File: src/rtl/inst_queue.sv
// Instruction queue: 2-wide in, 2-wide out circular buffer, DEPTH entries of {inst, pc}; optional INST_QUEUE_BYPASS_EN.
// Latency 1 cycle (0 with bypass on an empty queue); in_ready drops when fewer than 2 free entries, fetch holds the bundle.
`ifndef NOP
`define NOP 32'h0000_0013
`endif

module inst_queue #(
  parameter int DEPTH  = 8,
  parameter int INST_W = 32,
  parameter int PC_W   = 32
) (
  input  logic                clk,
  input  logic                rst_n,
  input  logic                flush,
  input  logic [1:0]          in_valid,
  input  logic [2*INST_W-1:0] in_inst,
  input  logic [PC_W-1:0]     in_pc,
  output logic                in_ready,
  output logic [1:0]          out_valid,
  output logic [2*INST_W-1:0] out_inst,
  output logic [2*PC_W-1:0]   out_pc,
  input  logic [1:0]          dec_take
);

  localparam int AW = $clog2(DEPTH);
  localparam int CW = AW + 1;
  localparam logic [INST_W-1:0] NOP_INST = INST_W'(`NOP);

  logic [INST_W-1:0] mem_inst [DEPTH];
  logic [PC_W-1:0]   mem_pc   [DEPTH];

  logic [AW-1:0] head, tail, head_nx, tail_nx;
  logic [CW-1:0] count;

  logic [INST_W-1:0] slot_inst [2];
  logic [PC_W-1:0]   slot_pc   [2];

  logic       enq_ok;
  logic       bypass;
  logic       wr_sel1;
  logic [1:0] n_in, avail, deq, q_deq, wr_n;

  assign head_nx = head + AW'(1);
  assign tail_nx = tail + AW'(1);

  always_comb begin
    slot_inst[0] = in_inst[INST_W-1:0];
    slot_inst[1] = in_inst[2*INST_W-1:INST_W];
    slot_pc[0]   = in_pc;
    slot_pc[1]   = in_pc + PC_W'(4);

    // Readiness comes from registered count only, so fetch never sees a path from dec_take.
    in_ready = (count <= CW'(DEPTH - 2));
    enq_ok   = in_valid[0] && in_ready && !flush;
    n_in     = enq_ok ? (in_valid[1] ? 2'd2 : 2'd1) : 2'd0;
    avail    = (count >= CW'(2)) ? 2'd2 : count[1:0];

    bypass = 1'b0;
`ifdef INST_QUEUE_BYPASS_EN
    bypass = (count == '0) && !flush;
`endif
    if (bypass) begin
      avail = n_in;
    end

    deq = (dec_take > avail) ? avail : dec_take;

    // In bypass the queue is empty: decode takes from the bundle, the rest lands at tail.
    if (bypass) begin
      q_deq   = 2'd0;
      wr_n    = n_in - deq;
      wr_sel1 = deq[0];
    end else begin
      q_deq   = deq;
      wr_n    = n_in;
      wr_sel1 = 1'b0;
    end
  end

  always_comb begin
    out_valid = {count >= CW'(2), count >= CW'(1)};
    out_inst  = {NOP_INST, NOP_INST};
    out_pc    = '0;
    if (count >= CW'(1)) begin
      out_inst[INST_W-1:0] = mem_inst[head];
      out_pc[PC_W-1:0]     = mem_pc[head];
    end
    if (count >= CW'(2)) begin
      out_inst[2*INST_W-1:INST_W] = mem_inst[head_nx];
      out_pc[2*PC_W-1:PC_W]       = mem_pc[head_nx];
    end
`ifdef INST_QUEUE_BYPASS_EN
    if (bypass) begin
      out_valid = {n_in == 2'd2, n_in != 2'd0};
      out_inst  = {NOP_INST, NOP_INST};
      out_pc    = '0;
      if (n_in != 2'd0) begin
        out_inst[INST_W-1:0] = slot_inst[0];
        out_pc[PC_W-1:0]     = slot_pc[0];
      end
      if (n_in == 2'd2) begin
        out_inst[2*INST_W-1:INST_W] = slot_inst[1];
        out_pc[2*PC_W-1:PC_W]       = slot_pc[1];
      end
    end
`endif
  end

  // Entry storage is never cleared; count alone decides what is visible.
  always_ff @(posedge clk) begin
    if (rst_n) begin
      if (wr_n != 2'd0) begin
        mem_inst[tail] <= wr_sel1 ? slot_inst[1] : slot_inst[0];
        mem_pc[tail]   <= wr_sel1 ? slot_pc[1]   : slot_pc[0];
      end
      if (wr_n == 2'd2) begin
        mem_inst[tail_nx] <= slot_inst[1];
        mem_pc[tail_nx]   <= slot_pc[1];
      end
    end
  end

  always_ff @(posedge clk) begin
    if (!rst_n || flush) begin
      head  <= '0;
      tail  <= '0;
      count <= '0;
    end else begin
      head  <= head + AW'(q_deq);
      tail  <= tail + AW'(wr_n);
      count <= count + CW'(wr_n) - CW'(q_deq);
    end
  end

endmodule

File: config.mk
export PLATFORM = sky130hd
export DESIGN_NAME = inst_queue
export DESIGN_NICKNAME = d
export VERILOG_FILES = /design/src/rtl/inst_queue.sv
export SDC_FILE = /design/constraint.sdc
export NUM_CORES = 1
export LEC_CHECK = 0
export CELL_PAD_IN_SITES_DETAIL_PLACEMENT = 1
export CELL_PAD_IN_SITES_GLOBAL_PLACEMENT = 1
export CORE_MARGIN = 4
export CORE_UTILIZATION = 36
export DETAILED_ROUTE_END_ITERATION = 16
export PLACE_DENSITY = 0.74
export SYNTH_ARGS = -nofsm -noshare
export SYNTH_HDL_FRONTEND = slang
export SYNTH_SLANG_ARGS = --single-unit
File: constraint.sdc
create_clock -name clk -period 5.4 [get_ports clk]
set_clock_uncertainty 0.2 [all_clocks]
set_input_delay 0.81 -clock clk [delete_from_list [all_inputs] [get_ports clk]]
set_output_delay 0.81 -clock clk [all_outputs]
set_load 0.05 [all_outputs]
# == After elaboration in Yosys (flattened, before gate mapping) ==
# Memories as Yosys holds them, arrays and structs flattened. A register that Yosys moved wholly into a read port is not among the register bits.
# Index checks and enable logic that the tools add are counted.
# word_totals
register_bits,10
mem_bits_rw,512
inputBits,103
out_inout_bits,131
wordCells,39
memories,2
# memory_table
memory,depth,width,rd,rd_clocked_by_memory_dff,wr,line,source
mem_inst,8,32,2,1,2,29,logic [INST_W-1:0] mem_inst [DEPTH];
mem_pc,8,32,2,1,2,30,logic [PC_W-1:0] mem_pc [DEPTH];
# classes
n_addsub,7
magnitude_cmp,4
eq_ne,1
mux,16
n_reduce_logical,6
# op_table
cell,count
32-bit two-way mux,4
32-bit by 3-bit adder with 32-bit output (second input constant),1
2-bit two-way mux,4
3-bit by 1-bit adder with 3-bit output (second input constant),2
3-bit by 2-bit adder with 3-bit output,2
1-bit two-way mux,6
3-bit two-way mux,2
4-bit by 2-bit adder with 4-bit output,1
4-bit by 1-bit >= comparator with 1-bit output (second input constant),1
4-bit by 2-bit >= comparator with 1-bit output (second input constant),1
4-bit by 3-bit less-or-equal comparator with 1-bit output (second input constant),1
4-bit by 2-bit subtractor with 4-bit output,1
2-bit == test (second input constant),1
2-bit > comparator,1
1-bit logical AND,2
1-bit zero test,2
2-bit nonzero test,1
1-bit logical OR,1

# == Logic depth before layout (Yosys ltp) ==
# Gate-level depths: netlist (run 1).
# depth
word_depth,8
ltp_mapped,18
depth_no_buf,16

# == Least setup slack after synthesis (run 1) ==
# Ideal clock, no wire load.
# synth_path
kind,input to register
start,input port flush
end,"memory mem_inst[0][0], enable pin"
setup_time_ns,0.507
t_arrival_ns,4.722
t_required_ns,4.693
path_slack_ns,-0.029
stages,5
n_path_buf,2
cell_sequence,nand2b_1 -> or3_1 -> clkbuf_1 -> buf_2 -> a21oi_1
# synth_rtl
element,line,source
"start, declared",14,"input logic flush,"
"end, declared",29,

==> results of run 1 <==
==> Yosys cell counts, types with 3 or more instances <==
master	count
edfxtp_1	512
buf_1	37
mux4_2	256
nor2_1	125
nor3_1	3
nor2b_1	5
and3_1	9
or2_2	4
clkbuf_2	11
buf_4	17
a21oi_1	71
nor4_1	5
dfxtp_1	10
or2_1	4
buf_2	97
clkbuf_1	111
xnor2_1	189
nand2_1	1112
fa_1	4
nand4_1	12
nor2_4	8
nor3_2	3
mux2i_1	64
and2_1	9
ha_1	14
nor4_4	3
inv_1	19
or4_1	3
nand3_1	17
xor2_1	51
==> per-stage QoR <==
step / power (mW) / std cells / setup TNS (ns) / hold slack [ns] / cell area, um^2
floorplan: 10.1 / 2797 / -14.68 / 0.378 / 31400
global placement: 12.9 / 3967 / 0 / 0.433 / 34700
detailed placement: 13.0 / 3967 / 0 / 0.457 / 34700
CTS: 16.9 / 4073 / 0 / 0.477 / 36500
global route: 17.3 / 4075 / 0 / 0.543 / 36500
finish: 16.8 / 4080 / 0 / 0.477 / 36500
==> logic make-up after synthesis <==
kind of cell,count (synthesis),share of synthesized area (%)
AO/OA/AOI/OAI,74,1.20
XOR/XNOR,240,6.70
adder cells (fa/ha/maj),18,0.814
buffers and inverters,294,4.20
flip-flops,522,49.7
multiplexers,320,20.4
AND/OR/NAND/NOR,1329,17.0
==> flip-flops by register name (all words and copies together) (netlist names) <==
register	count
head	3
tail	3
mem_pc	256
count	4
mem_inst	256
==> worst max-delay path by stage <==
stage,from,end,slack (ns),depth (start not counted)
after detailed placement,in_pc[4],mem_pc[5][31]$_DFFE_PP_,1.00,7
after global placement,head[1]$_SDFF_PP0_,out_inst[13],1.0,6
after CTS,head[1]$_SDFF_PP0_,out_inst[13],0.37,6
after floorplan,flush,mem_inst[0][0]$_DFFE_PP_,-0.03,5
after global routing,head[1]$_SDFF_PP0_,out_inst[17],0.26,6
final,head[1]$_SDFF_PP0_,out_inst[21],0.50,6
==> power by group through the flow <==
stage / clock network, mW / registers [mW] / logic (mW)
2_1_floorplan: 0 / 4.64 / 5.48
3_3_place_gp: 0 / 4.65 / 8.20
3_5_place_dp: 0 / 4.66 / 8.30
4_1_cts: 3.97 / 4.57 / 8.33
5_1_grt: 4.13 / 4.58 / 8.63
6_report: 3.94 / 4.57 / 8.25
==> final cells by class <==
type / instances / area share, %
Clock buffer: 75 / 4.23
Sequential cell: 522 / 42.7
Timing Repair Buffer: 301 / 8.14
Multi-Input combinational cell: 1981 / 40.0
Antenna cell: 7 / 0.0479
Inverter: 19 / 0.195
Tap cell: 1144 / 3.92
Clock inverter: 31 / 0.788
==> per-layer routing <==
layer	track usage, %	vias to the layer above
met5	0	-
li1	-	9901
met2	42.2	1078
met3	3.85	270
met1	30.7	12200
met4	9.27	2
==> worst max-delay path: cells and delay by family (launching register included) <==
kind	cells	cell delay, ns
flip-flops	1	0.37
multiplexers	2	0.78
AND/OR/NAND/NOR	1	0.06
buffers and inverters	3	2.01
==> results.yml, run 1 <==
critical_path:
  cp-end-kind: "primary output"
  r2r_end: "count[2]$_SDFF_PP0_"
  r2r_cells: 17
  required_ns: 4.39
  arrival_ns: 3.89
  crit_slowest_cell: "buf_12"
  path_class: "flop to primary output"
  reg2reg_slack_ns: 1.16
  max_stage_delay_ns: 0.74
  r2r_start: "count[2]$_SDFF_PP0_"
  cp-start-kind: "flop"
  worstPathCellList: "buf_12 -> buf_4 -> mux4_2 -> mux2i_1 -> nor2_1 -> clkdlybuf4s50_1"
  crit_fanout: 109
sta:
  worst_pin_slew_ns: 1.02
  report.final.hold_viol_count: 0
  drv_slew: 0
  max_slew_margin_pct: 32.0
  max_freq_ghz: 0.204
  setup_slack_ns: 0.499
  timing.final.crit_share_pct: 90.8
  setup-violations-final: 0
  grt_setup_unrepaired: "false"
  min_period_ns: 4.90
yosys:
  synth_edf_count: 512
  yosys.cell_types.count: 39
  synthTopCellsByArea: "edfxtp_1 49%, mux4_2 18%, nand2_1 13%"
  syn_avg_cell_area_um2: 11.2
  synthesis.area_um2: 31400
  syn_inst: 2797
  synthArstFlopShare_pct: 0
  synth.net_count: 2918
  synth_top_area_share_pct: 49.0
  ys_seq_area_share_pct: 49.7
  ys_ff_latch: 522
  yosysTopAreaCell: "edfxtp_1"
  synth_flop_cell: "edfxtp_1"
  ys_warn_count: 0
flow_run:
  maxCapViolCount: 0
die:
  start_util_pct: 36.6
  die_area_um2: 91900
  fp.dieW_um: 303
  coreArea_um2: 85800
  rows: 107
  dieHeight_um: 303
  io_pins: 234
final_layout:
  multiInputGateArea_um2: 14600
  fill_cells: 9080
  fin_nets: 3003
  layout-drive-gt1-share_pct: 15.4
  final_util_pct: 42.6
  layout_common_cells: "1112 x nand2_1, 512 x edfxtp_1, 256 x mux4_2"
  syn2layout_area_growth_pct: 16.5
  final_common_cell: "nand2_1"
  register_area_um2: 15600
cts:
  postCtsSetupBuffers: 0
  cts_buffers: 57
  cts_buffer_depth: 3
  cts_resized: 0
  postCtsHoldBufs: 0
  clock_latency_ns: 0.64
  cts_tree: "built"
  path_clk_slew_ns: 0.06
  ctsHtreeMaxLevel: 2
  cts_root_buf: "clkbuf_16"
  cts_sinks: 522
power:
  p_per_area_nw_per_um2: 459
  peakVddDrop_mv: 0.641
  switchingPower_mw: 7.11
  pwr-share-seq_pct: 27.3
  p_clk_share_pct: 23.5
  combinationalPowerShare_pct: 49.2
  p_sw_share_pct: 42.4
  p_leak_nw: 12.3
  p_int_mw: 9.65
run_status:
  outcome: "complete, no violations"
global_route:
  grtUsageTotal_pct: 24.3
  grt_max_degree: 130
  antenna_found_initial: 8
  grt-ovfl-total: 0
  grt_pass1_wl_mm: 166
  first_global_vias: 25200
placement:
  dp_hpwl_mm: 70.9
  dp_slack_ns: 1.00
  gp_congestion: 0.793
  portBuffers: 233
worst_hold_path:
  hold_end: "tail[0]$_SDFF_PP0_"
  hold_start: "tail[0]$_SDFF_PP0_"
  min_path_cells: 2
  hold_class: "flop to flop"
routing:
  drt-initial-drc-count: 2441
  route.antenna.remaining_nets: 0
  wirelength_mm: 113
  wl_met1_mm: 42.8
  via_count: 23400
  viasPerCell: 5.74
  drt_pass1_iterations: 5
  wl_per_cell_um: 27.7
  wl_met2_mm: 56.9
  drc: 0
  route.met3.wl_mm: 9.06
  top_layer_used: "met5"
(Power assumes the default switching activity.)
==> run 2: changes to the inputs <==
Clock period 5.4 ns to 4 ns, I/O delays scaled along.
==> run 2 against run 1 <==
Net effect:
- flip-flop and latch count stayed put
- critical endpoint is now out_pc[35]
- sequential share of layout area down 1.3 points
- worst setup slack worse by 0.37 ns
- clock power is 38% higher
- largest cell class unchanged
- highest routed layer unchanged
- first-iteration DRC count shrank 4.5%
- final cell count grew 1.3%
- core utilization up 1.3 points
- global-route usage up 0.74 points
- combinational power up 50%
- die area did not move
- critical path depth unchanged
==> results.yml, run 2 (same netlist as run 1, synthesis figures left out) <==
critical_path:
  worstPathCellList: "ha_4 -> buf_4 -> mux4_2 -> nand2_1 -> a21oi_1 -> buf_12"
  cp-end-kind: "primary output"
  crit_slowest_cell: "a21oi_1"
  cp_num_buf_inv: 2
  cp-start-kind: "flop"
  arrival_ns: 3.07
  crit_fanout: 25
  path_class: "flop to primary output"
  max_stage_delay_ns: 0.49
  path_delay_family: "buffers and inverters"
  required_ns: 3.20
final_layout:
  reg_top3: "mem_inst x256, mem_pc x256, count x4"
  multiInputGateArea_um2: 14600
  layout-drive-gt1-share_pct: 21.1
  final_common_cell: "nand2_1"
  final_util_pct: 43.9
  layout_common_cells: "1112 x nand2_1, 512 x edfxtp_1, 256 x mux4_2"
  register_area_um2: 15600
  fill_cells: 9033
  syn2layout_area_growth_pct: 20.0
  finalNonFillerCells: 4131
  fin_nets: 3052
power:
  pwr-share-seq_pct: 25.7
  p_per_area_nw_per_um2: 638
  p_leak_nw: 13.1
  p_sw_share_pct: 41.7
  combinationalPowerShare_pct: 51.6
  p_int_mw: 14.0
  peakVddDrop_mv: 0.477
  switchingPower_mw: 10.0
  p_clk_share_pct: 22.7
sta:
  min_period_ns: 3.87
  max_slew_margin_pct: 36.5
  timing.final.crit_share_pct: 96.8
  grt_setup_unrepaired: "false"
  setup-violations-final: 0
  worst_pin_slew_ns: 0.952
  report.final.hold_viol_count: 0
  max_freq_ghz: 0.258
  drv_slew: 0
global_route:
  grt_pass1_wl_mm: 171
  grt_max_degree: 90
  grt-ovfl-total: 0
  antenna_found_initial: 10
  first_global_vias: 26400
  grtUsageTotal_pct: 25.1
die:
  start_util_pct: 36.6
  die_area_um2: 91900
  dieHeight_um: 303
  io_pins: 234
  coreArea_um2: 85800
  rows: 107
  fp.dieW_um: 303
routing:
  wl_per_cell_um: 28.1
  route.antenna.remaining_nets: 0
  viasPerCell: 5.78
  drt_pass1_iterations: 5
  wirelength_mm: 116
  drc: 0
  drt-initial-drc-count: 2330
  via_count: 23900
placement:
  gp_congestion: 0.814
  dp_cells: 4011
  dp_hpwl_mm: 71.4
  portBuffers: 233
cts:
  postCtsHoldBufs: 0
  ctsHtreeMaxLevel: 2
  cts_tree: "built"
  path_clk_slew_ns: 0.07
  cts_sinks: 522
  cts_root_buf: "clkbuf_16"
  cts_buffers: 57
  clock_latency_ns: 0.64
  cts_buffer_depth: 3
run_status:
  outcome: "complete, no violations"
worst_hold_path:
  hold_class: "flop to flop"
flow_run:
  maxCapViolCount: 0
==> run 2: through the flow <==
| stage | hold slack, ns | area [um^2] | power (mW) | TNS (ns) | setup WS, ns |
|---|---|---|---|---|---|
| floorplan | 0.378 | 31400 | 13.7 | -643.26 | -1.26 |
| global placement | 0.438 | 35700 | 18.4 | 0 | 0.264 |
| detailed placement | 0.475 | 35700 | 18.6 | 0 | 0.208 |
| CTS | 0.491 | 37600 | 24.2 | 0 | 0.0586 |
| global route | 0.537 | 37600 | 24.8 | 0 | 0.0545 |
| finish | 0.499 | 37600 | 24.0 | 0 | 0.129 |
==> run 2: final cells by class <==
class	count	share of cell area, %
clock buffers	68	3.96
repair buffers	350	10.7
well taps	1144	3.80
inverters	19	0.189
clock inverters	38	1.01
flip-flops and latches	522	41.4
diodes	9	0.0598
multi-input cells	1981	38.8
==> run 2: metal layers <==
metal | routed length (um) | vias up | global-route usage (%)
met1 | 43700 | 12400 | 31.0
met3 | 8730 | 320 | 3.95
met5 | 34 | - | 0
li1 | - | 9975 | -
met4 | 5820 | 4 | 12.0
met2 | 57700 | 1159 | 43.1
==> run 2: worst paths after layout <==
kind,start,endpoint,slack (ns),cells past startpoint
worst max-delay path,head[0]$_SDFF_PP0_,out_pc[35],0.13,6
worst min-delay path,count[3]$_SDFF_PP0_,count[3]$_SDFF_PP0_,0.50,4
worst max register to register,count[2]$_SDFF_PP0_,count[2]$_SDFF_PP0_,0.50,14
worst min register to register,count[3]$_SDFF_PP0_,count[3]$_SDFF_PP0_,0.50,4
==> run 2: repair_timing <==
item | 4_1_cts | 5_1_grt
endpoints found under the setup margin | 4 | 1
buffers inserted | 5 | 0
gates cloned | 0 | 0
gates resized for setup | 0 | 1
pin swaps | 1 | 0
==> run 2: worst register-to-register path, stage by stage, from the launching register on <==
cell,delay (ns)
dfxtp_1,0.32
inv_1,0.08
ha_1,0.16
nor2b_4,0.28
buf_4,0.58
ha_1,0.28
o22ai_1,0.09
nor2_1,0.12
a21oi_1,0.08
ha_1,0.29
inv_1,0.04
ha_1,0.22
fa_1,0.44
xnor2_1,0.17
nor2_1,0.06
==> run 2: power by group through the flow <==
| stage | logic [mW] | clock network, mW | registers [mW] |
|---|---|---|---|
| 2_1_floorplan | 7.39 | 0 | 6.26 |
| 6_report | 12.4 | 5.44 | 6.18 |
| 3_3_place_gp | 12.2 | 0 | 6.28 |
| 4_1_cts | 12.5 | 5.52 | 6.17 |
| 3_5_place_dp | 12.3 | 0 | 6.29 |
| 5_1_grt | 12.9 | 5.71 | 6.18 |
